$ cat src/rtl/seven_seg_scan_driver.sv
// -----------------------------------------------------------------------------
// seven_seg_scan_driver
//
// Drives an N-digit common-segment multiplexed 7-segment display.
//   - A scan counter gives each digit a slot of CLKS_PER_DIGIT cycles. The
//     first DEAD_CLKS cycles of every slot have no digit selected and all
//     segments unlit, so the previous digit's pattern does not ghost onto
//     the next one.
//   - Nibbles are encoded as hex (or as a dash above 9 in decimal mode).
//     Leading zeros are optionally blanked. Each digit has a decimal point.
//   - The displayed value is double-buffered. A load lands in a pending
//     buffer, and the pending buffer moves to the display buffer only at a
//     frame boundary. A frame never mixes an old value with a new one.
//   - All display outputs are registered. They reflect the (counter, index)
//     pair of the previous cycle.
//
// i_Load is a single-cycle strobe with no back-pressure. There is no
// valid/ready pair: every cycle on which i_Load is high is accepted.
//
// Ports
//   i_Clk          system clock
//   i_Rst_L        asynchronous active-low reset
//   i_Value        digit nibbles, [3:0] = digit 0 (rightmost)
//   i_Dp           decimal point per digit, 1 = lit
//   i_Load         capture i_Value / i_Dp into the pending buffer
//   i_Dec_Mode     1 = nibbles above 9 shown as a dash (segment G)
//   i_Blank_En     1 = leading-zero blanking enabled
//   o_Segment_A..G segment drives (polarity set by SEG_ACTIVE_LOW)
//   o_Segment_DP   decimal point drive (polarity set by SEG_ACTIVE_LOW)
//   o_Digit_En     digit selects (polarity set by DIG_ACTIVE_LOW)
//   o_Frame_Done   one-cycle pulse in the cycle after the last slot ends
// -----------------------------------------------------------------------------
module seven_seg_scan_driver #(
  parameter int NUM_DIGITS     = 4,
  parameter int CLKS_PER_DIGIT = 25000,
  parameter int DEAD_CLKS      = 2,
  parameter bit SEG_ACTIVE_LOW = 1'b0,
  parameter bit DIG_ACTIVE_LOW = 1'b1
) (
  input  logic                    i_Clk,
  input  logic                    i_Rst_L,
  input  logic [4*NUM_DIGITS-1:0] i_Value,
  input  logic [NUM_DIGITS-1:0]   i_Dp,
  input  logic                    i_Load,
  input  logic                    i_Dec_Mode,
  input  logic                    i_Blank_En,
  output logic                    o_Segment_A,
  output logic                    o_Segment_B,
  output logic                    o_Segment_C,
  output logic                    o_Segment_D,
  output logic                    o_Segment_E,
  output logic                    o_Segment_F,
  output logic                    o_Segment_G,
  output logic                    o_Segment_DP,
  output logic [NUM_DIGITS-1:0]   o_Digit_En,
  output logic                    o_Frame_Done
);

  localparam int CNT_W = (CLKS_PER_DIGIT > 1) ? $clog2(CLKS_PER_DIGIT) : 1;
  localparam int IDX_W = (NUM_DIGITS > 1) ? $clog2(NUM_DIGITS) : 1;

  localparam logic [CNT_W-1:0] CNT_LAST = CNT_W'(CLKS_PER_DIGIT - 1);
  localparam logic [IDX_W-1:0] IDX_LAST = IDX_W'(NUM_DIGITS - 1);

  // Unlit / deselected output levels. XOR with these constants applies the
  // board polarity to an active-high internal pattern.
  localparam logic [6:0]            SEG_OFF = {7{SEG_ACTIVE_LOW}};
  localparam logic                  DP_OFF  = SEG_ACTIVE_LOW;
  localparam logic [NUM_DIGITS-1:0] DIG_OFF = {NUM_DIGITS{DIG_ACTIVE_LOW}};

  // Segment patterns, bit6 = A ... bit0 = G, active high.
  localparam logic [6:0] SEG_DASH = 7'h01;

  function automatic logic [6:0] hex_to_seg(input logic [3:0] nib);
    case (nib)
      4'h0:    hex_to_seg = 7'h7E;
      4'h1:    hex_to_seg = 7'h30;
      4'h2:    hex_to_seg = 7'h6D;
      4'h3:    hex_to_seg = 7'h79;
      4'h4:    hex_to_seg = 7'h33;
      4'h5:    hex_to_seg = 7'h5B;
      4'h6:    hex_to_seg = 7'h5F;
      4'h7:    hex_to_seg = 7'h70;
      4'h8:    hex_to_seg = 7'h7F;
      4'h9:    hex_to_seg = 7'h7B;
      4'hA:    hex_to_seg = 7'h77;
      4'hB:    hex_to_seg = 7'h1F;
      4'hC:    hex_to_seg = 7'h4E;
      4'hD:    hex_to_seg = 7'h3D;
      4'hE:    hex_to_seg = 7'h4F;
      4'hF:    hex_to_seg = 7'h47;
      default: hex_to_seg = 7'h00;
    endcase
  endfunction

  // ---------------------------------------------------------------------------
  // Scan position
  // ---------------------------------------------------------------------------
  logic [CNT_W-1:0] scan_cnt;
  logic [IDX_W-1:0] dig_idx;
  logic             cnt_term;
  logic             idx_last;
  logic             frame_end;
  logic             in_dead;

  assign cnt_term  = (scan_cnt == CNT_LAST);
  assign idx_last  = (dig_idx == IDX_LAST);
  assign frame_end = cnt_term && idx_last;

  always_ff @(posedge i_Clk or negedge i_Rst_L) begin
    if (!i_Rst_L) begin
      scan_cnt <= '0;
      dig_idx  <= '0;
    end else if (cnt_term) begin
      scan_cnt <= '0;
      dig_idx  <= idx_last ? '0 : dig_idx + IDX_W'(1);
    end else begin
      scan_cnt <= scan_cnt + CNT_W'(1);
    end
  end

  // With no dead-time the comparison would be constant, so it is left out.
  generate
    if (DEAD_CLKS == 0) begin : g_no_dead
      assign in_dead = 1'b0;
    end else begin : g_dead
      assign in_dead = (scan_cnt < CNT_W'(DEAD_CLKS));
    end
  endgenerate

  // ---------------------------------------------------------------------------
  // Pending / display buffers
  // ---------------------------------------------------------------------------
  logic [4*NUM_DIGITS-1:0] pend_value;
  logic [NUM_DIGITS-1:0]   pend_dp;
  logic [4*NUM_DIGITS-1:0] disp_value;
  logic [NUM_DIGITS-1:0]   disp_dp;

  always_ff @(posedge i_Clk or negedge i_Rst_L) begin
    if (!i_Rst_L) begin
      pend_value <= '0;
      pend_dp    <= '0;
    end else if (i_Load) begin
      pend_value <= i_Value;
      pend_dp    <= i_Dp;
    end
  end

  // A load on the frame-end cycle bypasses pending. Otherwise it would sit
  // there for a whole extra frame.
  always_ff @(posedge i_Clk or negedge i_Rst_L) begin
    if (!i_Rst_L) begin
      disp_value <= '0;
      disp_dp    <= '0;
    end else if (frame_end) begin
      disp_value <= i_Load ? i_Value : pend_value;
      disp_dp    <= i_Load ? i_Dp    : pend_dp;
    end
  end

  // ---------------------------------------------------------------------------
  // Leading-zero detection
  // A digit is a leading zero when it and every more significant digit are
  // zero. Digit 0 is excluded so that a value of 0 still shows "0".
  // ---------------------------------------------------------------------------
  logic [NUM_DIGITS-1:0] lead_zero;

  always_comb begin
    logic zero_run;
    lead_zero = '0;
    zero_run  = 1'b1;
    for (int k = NUM_DIGITS - 1; k >= 0; k--) begin
      zero_run     = zero_run && (disp_value[4*k +: 4] == 4'h0);
      lead_zero[k] = zero_run && (k != 0);
    end
  end

  // ---------------------------------------------------------------------------
  // Current digit selection and encoding
  // ---------------------------------------------------------------------------
  logic [3:0]            cur_nib;
  logic                  cur_dp;
  logic                  cur_lead_zero;
  logic [NUM_DIGITS-1:0] dig_onehot;
  logic [6:0]            cur_seg;

  always_comb begin
    cur_nib       = 4'h0;
    cur_dp        = 1'b0;
    cur_lead_zero = 1'b0;
    dig_onehot    = '0;
    for (int k = 0; k < NUM_DIGITS; k++) begin
      if (dig_idx == IDX_W'(k)) begin
        cur_nib       = disp_value[4*k +: 4];
        cur_dp        = disp_dp[k];
        cur_lead_zero = lead_zero[k];
        dig_onehot[k] = 1'b1;
      end
    end
  end

  // Blanking wins over the dash, but a dash digit is nonzero and so can
  // never be a leading zero anyway.
  always_comb begin
    if (i_Blank_En && cur_lead_zero) begin
      cur_seg = 7'h00;
    end else if (i_Dec_Mode && (cur_nib > 4'd9)) begin
      cur_seg = SEG_DASH;
    end else begin
      cur_seg = hex_to_seg(cur_nib);
    end
  end

  // ---------------------------------------------------------------------------
  // Registered outputs. Polarity is applied before the register, so the
  // pins come straight from flops.
  // ---------------------------------------------------------------------------
  logic [6:0]            seg_q;
  logic                  dp_q;
  logic [NUM_DIGITS-1:0] dig_en_q;
  logic                  frame_done_q;

  always_ff @(posedge i_Clk or negedge i_Rst_L) begin
    if (!i_Rst_L) begin
      seg_q        <= SEG_OFF;
      dp_q         <= DP_OFF;
      dig_en_q     <= DIG_OFF;
      frame_done_q <= 1'b0;
    end else begin
      frame_done_q <= frame_end;
      if (in_dead) begin
        seg_q    <= SEG_OFF;
        dp_q     <= DP_OFF;
        dig_en_q <= DIG_OFF;
      end else begin
        seg_q    <= cur_seg ^ SEG_OFF;
        dp_q     <= cur_dp ^ DP_OFF;
        dig_en_q <= dig_onehot ^ DIG_OFF;
      end
    end
  end

  assign o_Segment_A  = seg_q[6];
  assign o_Segment_B  = seg_q[5];
  assign o_Segment_C  = seg_q[4];
  assign o_Segment_D  = seg_q[3];
  assign o_Segment_E  = seg_q[2];
  assign o_Segment_F  = seg_q[1];
  assign o_Segment_G  = seg_q[0];
  assign o_Segment_DP = dp_q;
  assign o_Digit_En   = dig_en_q;
  assign o_Frame_Done = frame_done_q;

endmodule

$ cat config.mk
export PLATFORM = sky130hd
export DESIGN_NAME = seven_seg_scan_driver
export DESIGN_NICKNAME = d
export VERILOG_FILES = /design/src/rtl/seven_seg_scan_driver.sv
export SDC_FILE = /design/constraint.sdc
export NUM_CORES = 1
export LEC_CHECK = 0
export CAP_MARGIN = 20
export CORE_MARGIN = 10
export CORE_UTILIZATION = 50
export DETAILED_ROUTE_END_ITERATION = 8
export DONT_BUFFER_PORTS = 1
export GPL_ROUTABILITY_DRIVEN = 0
export PLACE_DENSITY = 0.76
export SLEW_MARGIN = 30
export SYNTH_ARGS = -nofsm -noshare
export SYNTH_HDL_FRONTEND = slang
export SYNTH_SLANG_ARGS = --single-unit
$ cat constraint.sdc
create_clock -name i_Clk -period 4.11 [get_ports i_Clk]
set_input_delay 0.411 -clock i_Clk [delete_from_list [all_inputs] [get_ports i_Clk]]
set_output_delay 0.411 -clock i_Clk [all_outputs]
set_load 0.05 [all_outputs]
==> flow_metrics.tcl, run 1 <==
set metrics [dict create \
    maxCapViolations 0 \
    starting_density_of_the_core_pct 51.17 \
    synth_flop_cell "sky130_fd_sc_hd__dfrtp_1" \
    finalCritPeriodShare_pct 68.29 \
    floorplan.core_area_um2 6314 \
    grt_start_max_net_pins 71 \
    die-width_um 100.4 \
    cellPowerDensity_nw_per_um2 386.8 \
    avgViaCountPerCell 5.729 \
    synthesis.instances 263 \
    synth_enable_flop_cells 0 \
    grt_first_pass_wirelength_um 10570 \
    setup_viol 0 \
    vdd.ir_drop.worst_mv 0.2308 \
    max_slew.worst_pin.slew_ns 0.8186 \
    htreeDepth 3 \
    die-area_um2 10080 \
    global_route.usage.total_pct 13.07 \
    detailroute.via_count 1988 \
    slew-limit-headroom_pct 45.22 \
    critical_path.max_fanout 8 \
    antenna_cells 0 \
    cts_tree "done" \
    critical_path_arrival_ns 3.02 \
    number_of_buffers_between_clock_root_and_the_deepest_sink 2 \
    fin_ws_ns 1.303 \
    grt_pass1_vias 2123 \
    cts.clk_slew.worst_paths_ns 0.08 \
    dp_slack_ns 1.308 \
    required_ns 4.33 \
    wl_um 6068 \
    cp_cell_sequence "inv_1 -> ha_1 -> or2_4 -> a221oi_1 -> nor2_1 -> inv_1 -> ha_1 -> nor2_1 -> o21ai_0 -> nand2_1 -> a21o_1 -> a221oi_1" \
    avgSynthCellArea_um2 12.28 \
    critical_path_buf_inv_count 2 \
    place.detailed.hpwl_um 4263 \
    timing.critical_path.to_type "flip-flop" \
    report.final.hold_viol_count 0 \
    synthMostInstantiatedCell "sky130_fd_sc_hd__dfrtp_1" \
    drt_first_iter_violations 141 \
    timing.setup.critical_path_class "flip-flop to flip-flop" \
    grt_setup_unrepaired "false" \
    yosysSeqAreaShare_pct 54.38 \
    grt-ovfl-total 0 \
    post-route-min-period_ns 2.807 \
    crit_family "compound AO/OA/AOI/OAI gates" \
    skew_ns 0.01221 \
    drc_errors 0 \
    totalNegativeSetupSlack_ns 0 \
    routed_wire_length_per_instance_um 17.49 \
    rows 29 \
    source_to_sink_clock_delay_at_the_later_pin_of_the_worst_skew_pair_ns 0.35 \
    cts_buffers 9 \
    die-height_um 100.4 \
    cts_num_sinks 70 \
    clock-root-buffer "sky130_fd_sc_hd__clkbuf_8" \
    drive_above_1_share_pct 24.07 \
    whs_ns 0.2259 \
    leakage_nw 1.590 \
    synth_cell_type_count 48 \
    mappedNetlistNets 299 \
    post-synth-top-area-cell "sky130_fd_sc_hd__dfrtp_1" \
    critical_path.max_stage_delay_ns 0.38 \
    1st_pass_router_iterations 4 \
    top_level_ports 38 \
    nNetsFinal 303 \
    critPathLaunchType "flip-flop" \
    hold_class "primary input to flip-flop" \
    synth-seq-cells 70 \
    final_max_slew_viol_count 0 \
    initial_antenna_violation_count 0 \
    drt.antenna.violating_nets 0 \
    mappedNetlistArea_um2 3231 \
    synth_async_sr_flop_share_pct 100.0 \
    cpMaxStageDelayCell "sky130_fd_sc_hd__dfrtp_1" \
    place.port_buffers 0 \
    ys_top_cells_by_count "sky130_fd_sc_hd__dfrtp_1 (66), sky130_fd_sc_hd__mux2_2 (36), sky130_fd_sc_hd__nor2_1 (23)" \
    timing.fmax_mhz 356.3 \
    flow.area_growth_from_synthesis_pct 9.527 \
    status "finished clean" \
    synth.area.top_cells "sky130_fd_sc_hd__dfrtp_1 (51%), sky130_fd_sc_hd__mux2_2 (13%), sky130_fd_sc_hd__ha_1 (4.3%)" \
    synth_top_area_share_pct 51.12 \
    yosys_warnings 0 \
    cts_setup_buffers 0 \
]
-- final cells by class --
cell class	count	area, µm²
Fill cell	507	2775
Sequential cell	70	1757
Multi-Input combinational cell	177	1398
Clock buffer	11	151.4
Tap cell	77	96.34
Clock inverter	3	68.82
Timing Repair Buffer	3	45.04
Inverter	6	22.52
-- sequential cells by signal (all words and copies together), names as in the netlist --
name,flops
pend_dp,4
o_Digit_En,4
scan_cnt,15
o_Frame_Done,1
seg_q,7
o_Segment_DP,1
pend_value,16
disp_value,16
disp_dp,4
dig_idx,2
-- power breakdown --
| part | switching, mW | internal (mW) |
|---|---|---|
| clock | 0.242 | 0.369 |
| combinational | 0.0230 | 0.0223 |
| sequential | 0.00436 | 0.708 |
-- cell usage in the layout, fill, tap and decap left out, drive strengths merged, types with 3 or more instances in the layout --
cell type / Yosys / routed
inv: 6 / 6
a221oi: 4 / 4
nand3: 12 / 12
mux2: 41 / 41
o21ai: 7 / 7
nor4: 6 / 6
dfstp: 4 / 4
o22ai: 3 / 3
and2: 4 / 4
clkbuf: 4 / 11
dfrtp: 66 / 66
nand2: 18 / 18
xor2: 9 / 9
nor2b: 3 / 3
a21oi: 4 / 4
ha: 11 / 11
nand4: 4 / 4
xnor2: 4 / 4
nor2: 23 / 23
-- metal layers --
metal  wire length [µm]  vias to the layer above  GRT usage, %  part of all wire [%]
li1                   -                      938             -                     -
met1               2700                     1000         15.59                    44
met2               2950                       40         20.82                    49
met3                326                       10         5.082                   5.4
met4                 91                        0         5.000                   1.5
met5                  0                        -             0                     0
-- path summary, 6_finish.rpt --
check,endpoint,start,cells past startpoint,slack [ns]
hold reg to reg,pend_value[13],pend_value[13],1,0.50
setup reg to reg,seg_q[4],dig_idx[0],12,1.30
max in group asynchronous,o_Digit_En[2],i_Rst_L,2,3.17
setup / recovery,seg_q[4],dig_idx[0],12,1.30
hold / removal,pend_value[4],i_Value[4],1,0.23
min in group asynchronous,disp_value[0],i_Rst_L,2,0.61
-- what timing repair did --
action	4_1_cts	5_1_grt
resized for setup	0	0
hold buffers	2	0
endpoints found under the hold margin	70	0
-- logic make-up after synthesis --
kind of cell,share of synthesized area [%]
xor+xnor,3.524
buf+inv,2.633
simple gates,13.87
flops,54.38
compound gates,7.049
mux,14.29
fa+ha+maj,4.260
-- per-stage QoR --
step / util (%) / power, mW / instance area, µm² / std cells
floorplan: - / 0.7521 / 3231 / 263
global placement: 51.82 / 0.7537 / 3272 / 331
detailed placement: 51.82 / 0.7557 / 3272 / 331
CTS: 55.91 / 1.385 / 3530 / 347
global route: 56.04 / 1.420 / 3538 / 347
finish: 56.04 / 1.369 / 3538 / 347
No activity file was read; power rests on OpenSTA's default activity.
==> run 2: changes to the inputs <==
==> constraint.sdc (replaced) <==
create_clock -name i_Clk -period 2.8 [get_ports i_Clk]
set_input_delay 0.28 -clock i_Clk [delete_from_list [all_inputs] [get_ports i_Clk]]
set_output_delay 0.28 -clock i_Clk [all_outputs]
set_load 0.05 [all_outputs]
==> flow_metrics.tcl, run 2 (synthesis results as in run 1) <==
set metrics [dict create \
    layout_common_cells "sky130_fd_sc_hd__dfrtp_1 (66), sky130_fd_sc_hd__mux2_2 (36), sky130_fd_sc_hd__nor2_1 (22), sky130_fd_sc_hd__nand2_1 (17), sky130_fd_sc_hd__nand3_1 (12)" \
    die-width_um 100.4 \
    cp_cell_sequence "inv_1 -> ha_1 -> or2_4 -> a221o_1 -> o221ai_2 -> ha_1 -> nor2_1 -> o21ai_0 -> nand2_1 -> a21o_1 -> a221oi_1" \
    die-area_um2 10080 \
    post_layout_nonfiller_instances 353 \
    flow.area_growth_from_synthesis_pct 9.954 \
    skew_ns 0.006804 \
    antenna_cells 0 \
    starting_density_of_the_core_pct 51.17 \
    cts.clk_slew.worst_paths_ns 0.07 \
    critical_path_buf_inv_count 1 \
    place.port_buffers 0 \
    timing.critical_path.to_type "flip-flop" \
    finalCritPeriodShare_pct 90.90 \
    top_regs "disp_value (16), pend_value (16), scan_cnt (15)" \
    final_max_slew_viol_count 0 \
    grt_pass1_vias 2108 \
    report.final.hold_viol_count 0 \
    floorplan.core_area_um2 6314 \
    timing.setup.critical_path_class "flip-flop to flip-flop" \
    totalNegativeSetupSlack_ns 0 \
    critPathLaunchType "flip-flop" \
    cts_num_sinks 70 \
    post-route-min-period_ns 2.545 \
    setup_viol 0 \
    timing.fmax_mhz 392.9 \
    hold_class "primary input to flip-flop" \
    status "finished clean" \
    filler_cell_count 534 \
    clock-root-buffer "sky130_fd_sc_hd__clkbuf_8" \
    cts_buffers 9 \
    whs_ns 0.08937 \
    slew-limit-headroom_pct 68.52 \
    grt_start_max_net_pins 71 \
    source_to_sink_clock_delay_at_the_later_pin_of_the_worst_skew_pair_ns 0.35 \
    maxCapViolations 0 \
    placedCellCount 335 \
    critical_path.max_fanout 8 \
    drive_above_1_share_pct 27.54 \
    leakage_nw 1.574 \
    global_route.usage.total_pct 13.23 \
    fin_total_pwr_mw 1.916 \
    drt_first_iter_violations 82 \
    wl_um 6115 \
    place.detailed.hpwl_um 4336 \
    nNetsFinal 307 \
    crit_path_frequent_cell "sky130_fd_sc_hd__ha_1" \
    critical_path.max_stage_delay_ns 0.39 \
    critical_path_arrival_ns 2.80 \
    routed_wire_length_per_instance_um 17.32 \
    rows 29 \
    avgViaCountPerCell 5.737 \
    cts_setup_buffers 0 \
    required_ns 3.05 \
    top_level_ports 38 \
    drt.antenna.violating_nets 0 \
    crit_family "compound AO/OA/AOI/OAI gates" \
    grt-ovfl-total 0 \
    detailroute.via_count 2025 \
    die-height_um 100.4 \
    1st_pass_router_iterations 4 \
    max_slew.worst_pin.slew_ns 0.4726 \
    grt_first_pass_wirelength_um 10410 \
    cellPowerDensity_nw_per_um2 539.3 \
    vdd.ir_drop.worst_mv 0.3832 \
    final_common_cell "sky130_fd_sc_hd__dfrtp_1" \
    number_of_buffers_between_clock_root_and_the_deepest_sink 2 \
    cts_tree "done" \
    grt_setup_unrepaired "false" \
    drc_errors 0 \
    cpMaxStageDelayCell "sky130_fd_sc_hd__dfrtp_1" \
    initial_antenna_violation_count 0 \
    htreeDepth 3 \
]
-- run 2: cell count changes in the layout (fill, tap and decap cells not counted), moves of 2 or more --
cell / before / now
sky130_fd_sc_hd__buf_4: 1 / 5
sky130_fd_sc_hd__clkinvlp_4: 0 / 3
sky130_fd_sc_hd__clkbuf_8: 11 / 9
sky130_fd_sc_hd__ha_1: 11 / 9
sky130_fd_sc_hd__ha_2: 0 / 2
-- run 2: final timing paths --
kind	startpoint	end	slack, ns	depth (start not counted)
hold reg to reg	pend_value[14]	pend_value[14]	0.50	1
setup / recovery	dig_idx[0]	seg_q[4]	0.25	11
hold / removal	i_Value[14]	pend_value[14]	0.09	1
max in group asynchronous	i_Rst_L	o_Digit_En[2]	2.03	2
setup reg to reg	dig_idx[0]	seg_q[4]	0.25	11
min in group asynchronous	i_Rst_L	disp_value[0]	0.45	2
-- run 2: report_power, final --
part | internal [mW] | switching (mW) | total (mW)
combinational | 0.0328 | 0.0334 | 0.0662
clock | 0.411 | 0.393 | 0.804
sequential | 1.04 | 0.00655 | 1.05
total | 1.48 | 0.433 | 1.92
-- run 2: per-layer routing --
metal / wire, µm / vias to the layer above / global-route usage (%) / share of wire [%]
met2: 2935 / 49 / 19.73 / 48
met4: 181 / 0 / 7.826 / 3.0
met5: 0 / - / 0 / 0
li1: - / 945 / - / -
met1: 2613 / 1018 / 15.75 / 43
met3: 384 / 13 / 5.288 / 6.3
-- run 2: timing repair --
action                     in CTS  in global routing
gates resized for setup         0                  5
setup endpoints to repair       0                  6
hold buffers                    2                  0
hold endpoints to repair       70                  0
-- run 2: layout make-up --
type | instances | area (µm²) | share of cell area, %
flip-flops and latches | 70 | 1757 | 49.45
multi-input cells | 177 | 1403 | 39.49
clock buffers | 9 | 123.9 | 3.487
well taps | 77 | 96.34 | 2.712
clock inverters | 7 | 75.07 | 2.113
repair buffers | 7 | 75.07 | 2.113
inverters | 6 | 22.52 | 0.6340
-- run 2: worst reg2reg max path, delay by kind of cell, from the launching register on --
family / cells / cell delay [ns]
AO/OA/AOI/OAI: 5 / 1.06
flip-flops: 1 / 0.39
AND/OR/NAND/NOR: 3 / 0.41
adder cells (fa/ha/maj): 2 / 0.47
buffers and inverters: 1 / 0.10
-- run 2: through the flow --
stage          setup WS (ns)  utilization [%]  instance area, µm²
2_1_floorplan         0.4276                -                3231
3_3_place_gp          0.2812            52.30                3302
3_5_place_dp         0.07246            52.30                3302
4_1_cts              0.05110            56.04                3538
5_1_grt              0.02057            56.26                3552
6_report              0.2549            56.26                3552
